**src/rtl/riscv_pkg.sv**
```systemverilog
// Shared core types for the write-back path: register-file geometry and the
// buffered result entry that travels from the long-latency units to write port 3.
// No logic; types and constants only.
package riscv_pkg;

    localparam int XLEN   = 32;
    localparam int REG_AW = 5;

    typedef struct packed {
        logic [REG_AW-1:0] rd;
        logic [XLEN-1:0]   wd;
    } wb_entry_t;

endpackage

```
**src/rtl/wb_fifo.sv**
```systemverilog
// Small result FIFO for long-latency write-back entries (DEPTH power of two).
// Latency: a pushed entry becomes head the cycle after the push edge, no fall-through.
// Backpressure: push ignored when full, pop ignored when empty; caller gates with full/empty.
// Ports: clk, rst (async active-low), push/din, pop, head, full, empty, count.
module wb_fifo
    import riscv_pkg::*;
#(
    parameter int DEPTH = 2
) (
    input  logic                   clk,
    input  logic                   rst,
    input  logic                   push,
    input  wb_entry_t              din,
    input  logic                   pop,
    output wb_entry_t              head,
    output logic                   full,
    output logic                   empty,
    output logic [$clog2(DEPTH):0] count
);

    localparam int AW = $clog2(DEPTH);
    localparam int CW = AW + 1;

    wb_entry_t         mem [DEPTH];
    logic [AW-1:0]     wr_ptr;
    logic [AW-1:0]     rd_ptr;
    logic              do_push;
    logic              do_pop;

    assign full    = (count == CW'(DEPTH));
    assign empty   = (count == '0);
    assign do_push = push && !full;
    assign do_pop  = pop && !empty;
    assign head    = mem[rd_ptr];

    // Storage carries no reset: entries are only observed through count/empty.
    always_ff @(posedge clk) begin
        if (do_push) begin
            mem[wr_ptr] <= din;
        end
    end

    // Pointers wrap naturally because DEPTH is a power of two.
    always_ff @(posedge clk or negedge rst) begin
        if (!rst) begin
            wr_ptr <= '0;
            rd_ptr <= '0;
            count  <= '0;
        end else begin
            if (do_push) begin
                wr_ptr <= wr_ptr + 1'b1;
            end
            if (do_pop) begin
                rd_ptr <= rd_ptr + 1'b1;
            end
            case ({do_push, do_pop})
                2'b10:   count <= count + 1'b1;
                2'b01:   count <= count - 1'b1;
                default: ;
            endcase
        end
    end

endmodule

```
**src/rtl/wb_arbiter.sv**
```systemverilog
// Write-back arbiter for register-file port 3: core path has priority, long-path results buffered.
// Latency: core path 0 cycles (combinational); long path >= 1 cycle from accept to WriteEnable3.
// Backpressure: lr_ready = !full (registered count); stall_req after STARVE_LIMIT starved head cycles.
// Ports: clk, rst (async active-low), core_we/rd/wd, lr_valid/ready/rd/wd, WriteEnable3/Address3/WD3,
//        stall_req, fifo_count. Optional macro WB_FORWARD_EN adds fwd_a1/a2, rf_rd1/2 in, fwd_rd1/2 out.
module wb_arbiter
    import riscv_pkg::*;
#(
    parameter int DEPTH        = 2,
    parameter int STARVE_LIMIT = 8
) (
    input  logic                   clk,
    input  logic                   rst,
    input  logic                   core_we,
    input  logic [REG_AW-1:0]      core_rd,
    input  logic [XLEN-1:0]        core_wd,
    input  logic                   lr_valid,
    output logic                   lr_ready,
    input  logic [REG_AW-1:0]      lr_rd,
    input  logic [XLEN-1:0]        lr_wd,
    output logic                   WriteEnable3,
    output logic [REG_AW-1:0]      Address3,
    output logic [XLEN-1:0]        WD3,
    output logic                   stall_req,
    output logic [$clog2(DEPTH):0] fifo_count
`ifdef WB_FORWARD_EN
    ,
    input  logic [REG_AW-1:0]      fwd_a1,
    input  logic [REG_AW-1:0]      fwd_a2,
    input  logic [XLEN-1:0]        rf_rd1,
    input  logic [XLEN-1:0]        rf_rd2,
    output logic [XLEN-1:0]        fwd_rd1,
    output logic [XLEN-1:0]        fwd_rd2
`endif
);

    localparam int SW = $clog2(STARVE_LIMIT + 1);
    localparam logic [SW-1:0] LIMIT = SW'(STARVE_LIMIT);

    wb_entry_t     lr_entry;
    wb_entry_t     fifo_head;
    logic          fifo_full;
    logic          fifo_empty;
    logic          fifo_push;
    logic          fifo_pop;
    logic          core_slot;
    logic [SW-1:0] starve_cnt;

    // A write to x0 frees the slot: it is architecturally a no-op.
    assign core_slot = core_we && (core_rd != '0);

    assign lr_entry.rd = lr_rd;
    assign lr_entry.wd = lr_wd;

    // Ready depends only on registered occupancy, never on lr_valid.
    assign lr_ready  = rst && !fifo_full;
    // x0 results are acknowledged but never buffered.
    assign fifo_push = lr_valid && lr_ready && (lr_rd != '0);
    assign fifo_pop  = rst && !core_slot && !fifo_empty;

    wb_fifo #(
        .DEPTH (DEPTH)
    ) u_fifo (
        .clk   (clk),
        .rst   (rst),
        .push  (fifo_push),
        .din   (lr_entry),
        .pop   (fifo_pop),
        .head  (fifo_head),
        .full  (fifo_full),
        .empty (fifo_empty),
        .count (fifo_count)
    );

    // Port 3 mux; everything is forced low while reset is asserted so an
    // in-flight reset can never produce a partial write.
    always_comb begin
        WriteEnable3 = 1'b0;
        Address3     = '0;
        WD3          = '0;
        if (rst) begin
            if (core_slot) begin
                WriteEnable3 = 1'b1;
                Address3     = core_rd;
                WD3          = core_wd;
            end else if (!fifo_empty) begin
                WriteEnable3 = 1'b1;
                Address3     = fifo_head.rd;
                WD3          = fifo_head.wd;
            end
        end
    end

    // Counts cycles the head has been blocked. Saturates at LIMIT so a core that
    // ignores stall_req cannot wrap the counter and silently drop the request.
    always_ff @(posedge clk or negedge rst) begin
        if (!rst) begin
            starve_cnt <= '0;
        end else if (fifo_empty || fifo_pop) begin
            starve_cnt <= '0;
        end else if (starve_cnt != LIMIT) begin
            starve_cnt <= starve_cnt + 1'b1;
        end
    end

    assign stall_req = (starve_cnt >= LIMIT);

`ifdef WB_FORWARD_EN
    // Same-cycle bypass of the value being written this cycle.
    assign fwd_rd1 = (WriteEnable3 && (Address3 == fwd_a1) && (fwd_a1 != '0)) ? WD3 : rf_rd1;
    assign fwd_rd2 = (WriteEnable3 && (Address3 == fwd_a2) && (fwd_a2 != '0)) ? WD3 : rf_rd2;
`endif

endmodule

```
**config.mk**
```make
export PLATFORM = sky130hd
export DESIGN_NAME = wb_arbiter
export DESIGN_NICKNAME = d
export VERILOG_FILES = /design/src/rtl/riscv_pkg.sv /design/src/rtl/wb_fifo.sv /design/src/rtl/wb_arbiter.sv
export SDC_FILE = /design/constraint.sdc
export NUM_CORES = 1
export LEC_CHECK = 0
export ABC_AREA = 1
export BUFFER_PORTS_ARGS = -buffer_cell sky130_fd_sc_hd__clkbuf_2
export CORE_AREA = 2 2 81 99
export DETAILED_ROUTE_END_ITERATION = 8
export DIE_AREA = 0 0 83 101
export PLACE_DENSITY_LB_ADDON = 0.1
export SLEW_MARGIN = 30
export SYNTH_ARGS = -nofsm -noshare
export SYNTH_HDL_FRONTEND = slang
export SYNTH_SLANG_ARGS = --single-unit
export TNS_END_PERCENT = 30
```
**constraint.sdc**
```tcl
create_clock -name clk -period 4.55 [get_ports clk]
set_input_delay 0.2275 -clock clk [delete_from_list [all_inputs] [get_ports clk]]
set_output_delay 0.2275 -clock clk [all_outputs]
set_load 0.02 [all_outputs]
```
==> results of run 1 <==
## how the worst min path moves through the flow
stage | start | endpoint | slack (ps) | cells past startpoint
after floorplan | rst | starve_cnt[0] | -70 | 0
after global placement | rst | starve_cnt[3] | 120 | 1
after detailed placement | rst | starve_cnt[3] | 130 | 1
after CTS | lr_wd[22] | u_fifo.mem[0][22] | 50 | 1
after global routing | lr_wd[21] | u_fifo.mem[1][21] | 40 | 1
final | lr_wd[22] | u_fifo.mem[0][22] | 60 | 1
## final cells by class
type,count,area (sq um),share of cell area
Timing Repair Buffer,125,671,0.136
Inverter,44,165,0.0336
Sequential cell,82,2420,0.492
Tap cell,92,115,0.0234
Multi-Input combinational cell,298,1350,0.273
Clock buffer,9,124,0.0252
Clock inverter,7,77.6,0.0158
## sequential cells by signal, summed over array words and instances, names as in the netlist
signal         cells
u_fifo.count       2
u_fifo.wr_ptr      1
starve_cnt         4
u_fifo.rd_ptr      1
u_fifo.mem        74
## metal layers
layer | wire, um | GRT usage
met5 | 0 | 0
met4 | 76 | 0.0858
met3 | 445 | 0.0336
met2 | 4330 | 0.359
met1 | 3550 | 0.253
## through the flow
stage / hold slack [ps] / cell area [sq um] / util
finish: 63.6 / 4920 / 0.657
global placement: 124 / 4670 / 0.623
global route: 37.7 / 4920 / 0.657
detailed placement: 132 / 4710 / 0.629
floorplan: -68.1 / 4080 / -
CTS: 53.3 / 4920 / 0.657
## worst max-delay path: stages
cell	delay, ps
dlygate4sd3_1	520
clkbuf_2	310
clkinv_1	800
a21oi_1	510
nand4_1	180
inv_1	590
buf_4	420
## cells by family (layout without fill, tap and decap cells)
kind of cell	count (synthesis)	count (layout)	synth area share
AO/OA/AOI/OAI	43	43	0.0736
flip-flops	82	82	0.593
adder cells (fa/ha/maj)	3	3	0.00919
XOR/XNOR	5	5	0.0107
AND/OR/NAND/NOR	247	247	0.234
buffers and inverters	69	185	0.0791
## synthesized netlist by cell type
master      n
dfrtp_1     8
buf_2       9
o211ai_1    1
ha_1        3
or2_2       1
nor2_1     46
inv_1      43
o21bai_1   33
edfxtp_1   74
nand2_2     1
o21ai_0     4
a21oi_1     5
inv_2       1
xnor2_1     2
buf_6       4
xor2_1      3
nand2_1   187
clkbuf_1    6
buf_4       6
nor2_2      1
nand4_1     2
nor3_1      1
nand3_1     6
nand3b_1    2
## report_power, final
group          switching, mW  internal (mW)  total (mW)
combinational          0.609          0.289       0.898
clock                  0.273          0.258       0.531
sequential            0.0453          0.940       0.985
total                  0.927           1.49        2.41
## cells in the final DEF, fill, tap and decap left out, types with 2 or more instances in the layout
cell type,count
a21oi_1,5
nand2_1,187
nand3b_1,2
nand3_1,6
xor2_1,3
buf_4,3
ha_1,3
o21bai_1,33
clkbuf_2,119
edfxtp_1,74
clkinv_1,2
o21ai_0,4
nor2_1,45
clkbuf_8,9
xnor2_1,2
nand4_1,2
inv_2,2
clkinvlp_4,2
dfrtp_1,8
inv_1,41
==> results.toml, run 1 <==
[die]
core_sq_um = 7490
io_pins = 120
row_count = 35
die_w_um = 83
die_h_um = 101
die_area_sq_um = 8380
initial_utilization = 0.545

[global_routing]
grt_pass1_vias = 2934
grt_first_pass_wirelength_um = 13400
antenna_found_initial = 0
grt_max_degree = 40
grt.overflow.total = 0
track_usage = 0.205

[drt]
drt_iter0_markers = 149
num_vias = 3194
via_per_inst = 4.86
routed_wl_um = 8400
wl_per_cell_um = 12.8
ant_nets = 0
dr.pass1.iters = 4
drc = 0

[setup_path]
r2r_slack_ps = 2310
arrival_ps = 3560
reg2regPathDepth = 5
worst-setup-path-type = "input port to flip-flop"
r2r_end = "u_fifo.mem[0][33]"
cp-start-kind = "input port"
critPathCapture = "u_fifo.mem[0][33]"
required_ps = 4570
reg2reg_from = "u_fifo.count[0]"
cp-startpoint = "rst"
cp_max_fo = 36
cp-end-kind = "flip-flop"

[layout]
nFillCells = 617
nNetsFinal = 641
area_delta_synth_final_pct = 20.5
drive_gt1_frac = 0.257
instances_no_fill = 657
antennaDiodeCount = 0

[pwr]
p_total_mw = 2.41
cellPowerDensity_nw_per_um2 = 491
max-vdd-ir-drop_uv = 315
power_leakage_nw = 2.50

[logic_synthesis]
synth_area_leader_cell = "edfxtp_1"
yosysWarningCount = 0
synthDistinctLibCells = 24
ys_seq_area_frac = 0.593
synth.top_cell.area_share = 0.544
avgSynthCellArea_sq_um = 9.09
synthesis.instances = 449
synthesis.nets = 530
netlist_area_sq_um = 4080
ys_seq_elements = 82
synthTopCellsByArea = "edfxtp_1 54%, nand2_1 17%, o21bai_1 6.1%, dfrtp_1 4.9%, nor2_1 4.2%"

[clock_network]
cts_tree = "done"
cts.path.max_buffers = 2
htree_levels = 3
hold_buffers = 1
numClockSinks = 82
cts_resized = 0
path_clk_slew_ps = 90
cts_buffers = 9
cts_root_buffer = "clkbuf_8"
clock_latency_ps = 350
post_cts_buffers = 0

[placed_design]
port_buffers = 119
routabilityCongestion = 0.751
dp_hpwl_um = 5460
numPlacedInstances = 640
pre_cts_ws_ps = 1580

[sta]
hold_viol_final = 0
worst_pin_slew_ps = 900
skew_ps = 12.9
fin_crit_sh = 0.777
fin_setup_tns_ps = 0
grt_setup_unrepaired = "false"
finalSetupViolations = 0
clock.fmax_mhz = 283
setup_ws_ps = 1020
slew_viol_final = 0
fin_crit_ps = 3530
maxSlewHeadroom = 0.396

[job]
drv_cap = 0

[outcome]
outcome = "finished clean"

[worst_hold_path]
hp-class = "input port to flip-flop"
Note: power is estimated with default switching activity, not from simulation.
==> inputs of run 2 (changes only) <==
--- a/config.mk
+++ b/config.mk
@@ -7,9 +7,9 @@
 export LEC_CHECK = 0
 export ABC_AREA = 1
 export BUFFER_PORTS_ARGS = -buffer_cell sky130_fd_sc_hd__clkbuf_2
-export CORE_AREA = 2 2 81 99
+export CORE_AREA = 2 2 89 108
 export DETAILED_ROUTE_END_ITERATION = 8
-export DIE_AREA = 0 0 83 101
+export DIE_AREA = 0 0 91 110
 export PLACE_DENSITY_LB_ADDON = 0.1
 export SLEW_MARGIN = 30
 export SYNTH_ARGS = -nofsm -noshare
==> constraint.sdc (replaced) <==
create_clock -name clk -period 3.1 [get_ports clk]
set_input_delay 0.155 -clock clk [delete_from_list [all_inputs] [get_ports clk]]
set_output_delay 0.155 -clock clk [all_outputs]
set_load 0.02 [all_outputs]
==> run 2 against run 1 <==
Clock power is 37% higher. Cell count is 8.7% higher. Worst hold slack worse by 52 ps. Clock skew shrank 6.0 ps. Die area grew 19%. Register-to-register slack worse by 1200 ps. Sequential power rose by 51%. Non-clock buffer count increased by 30. Largest cell class unchanged. Sequential share of layout area shrank 2.8 points.
==> results.toml, run 2 (synthesis results as in run 1) <==
[outcome]
outcome = "finished clean"

[global_routing]
grt.overflow.total = 0
grt_pass1_vias = 3113
antenna_found_initial = 0
grt_max_degree = 38
grt_first_pass_wirelength_um = 14400
track_usage = 0.186

[clock_network]
cts_root_buffer = "clkbuf_8"
numClockSinks = 82
hold_buffers = 17
clock_latency_ps = 340
cts.path.max_buffers = 2
htree_levels = 3
cts_resized = 0
path_clk_slew_ps = 80
post_cts_buffers = 0
cts_buffers = 9
cts_tree = "done"

[sta]
hold_viol_final = 0
fin_crit_sh = 0.765
skew_ps = 6.90
maxSlewHeadroom = 0.441
grt_setup_unrepaired = "false"
fin_setup_tns_ps = 0
slew_viol_final = 0
finalSetupViolations = 0
worst_pin_slew_ps = 838
clock.fmax_mhz = 422
setup_ws_ps = 729
fin_crit_ps = 2370

[die]
core_sq_um = 8940
die_w_um = 91
die_h_um = 110
initial_utilization = 0.457
io_pins = 120
die_area_sq_um = 10000
row_count = 38

[layout]
largest_registers = "u_fifo.mem: 74 flops, starve_cnt: 4 flops, u_fifo.count: 2 flops"
nFillCells = 854
largest-register = "u_fifo.mem"
drive_gt1_frac = 0.247
antennaDiodeCount = 0
largest_reg_flops = 74
layout_common_cells = "187 x nand2_1, 119 x clkbuf_2, 74 x edfxtp_1"
final_common_cell = "nand2_1"
area_delta_synth_final_pct = 27.7
nNetsFinal = 671

[drt]
wl_per_cell_um = 12.7
num_vias = 3299
via_per_inst = 4.62
routed_wl_um = 9060
dr.pass1.iters = 5
ant_nets = 0
drc = 0
drt_iter0_markers = 160

[pwr]
switchingPower_mw = 1.33
cellPowerDensity_nw_per_um2 = 678
switching_share = 0.376
p_comb_frac = 0.373
max-vdd-ir-drop_uv = 329
seq_power_share = 0.422
clockPowerShare = 0.205
power_leakage_nw = 2.62
p_int_mw = 2.21

[setup_path]
cp-end-kind = "output port"
cp-start-kind = "flip-flop"
cp_max_fo = 23
worst-setup-path-type = "flip-flop to output port"
required_ps = 2940
arrival_ps = 2220

[placed_design]
routabilityCongestion = 0.737
port_buffers = 119
dp_hpwl_um = 5900
pre_cts_ws_ps = 1060

[job]
drv_cap = 0

[worst_hold_path]
hp-class = "input port to flip-flop"
## run 2: worst paths after layout
check                                start           endpoint  slack (ps)  cells past startpoint
min                              lr_wd[25]  u_fifo.mem[0][25]          10                      1
max                          u_fifo.rd_ptr             WD3[9]         730                      8
max in group asynchronous              rst      starve_cnt[1]        2600                      2
max reg2reg                u_fifo.count[0]  u_fifo.mem[0][24]        1160                      5
min reg2reg                  u_fifo.wr_ptr      u_fifo.wr_ptr         490                      2
min in group asynchronous              rst    u_fifo.count[1]         250                      2
## run 2: critical path: stages (launching register included)
cell	delay [ps]
dfrtp_1	890
buf_4	360
nand2_1	70
nand2_1	70
nand2_1	40
nand2_1	70
inv_1	40
nor2_1	130
clkbuf_2	190
## run 2: stage by stage
step	area (sq um)	std cells	hold slack, ps	total power [mW]	utilization
2_1_floorplan	4090	449	-141	2.45	-
3_3_place_gp	4760	672	60.9	2.80	0.532
3_5_place_dp	4760	672	64.5	2.83	0.532
4_1_cts	5110	704	0.127	3.57	0.572
5_1_grt	5210	714	0.0254	3.83	0.583
6_report	5210	714	11.1	3.54	0.583
## run 2: layer usage
layer / vias up / routed length, um / share of wire / global-route usage
li1: 1701 / - / - / -
met1: 1507 / 3870 / 0.43 / 0.224
met2: 84 / 4740 / 0.52 / 0.342
met3: 7 / 353 / 0.039 / 0.0354
met4: 0 / 99 / 0.011 / 0.0563
met5: - / 0 / 0 / 0
## run 2: power by group through the flow
stage               registers (mW)  clock network [mW]  logic (mW)
floorplan                     1.48                   0       0.978
global placement              1.51                   0        1.29
detailed placement            1.52                   0        1.31
CTS                           1.49               0.747        1.33
global route                  1.51               0.797        1.52
finish                        1.49               0.726        1.32
## run 2: final cells by class
type | count | area [sq um] | share of cell area
Clock inverter | 5 | 56.3 | 0.0108
Multi-Input combinational cell | 298 | 1350 | 0.258
Tap cell | 120 | 150 | 0.0288
Timing Repair Buffer | 155 | 946 | 0.181
Clock buffer | 10 | 128 | 0.0245
Sequential cell | 82 | 2420 | 0.465
Inverter | 44 | 165 | 0.0317
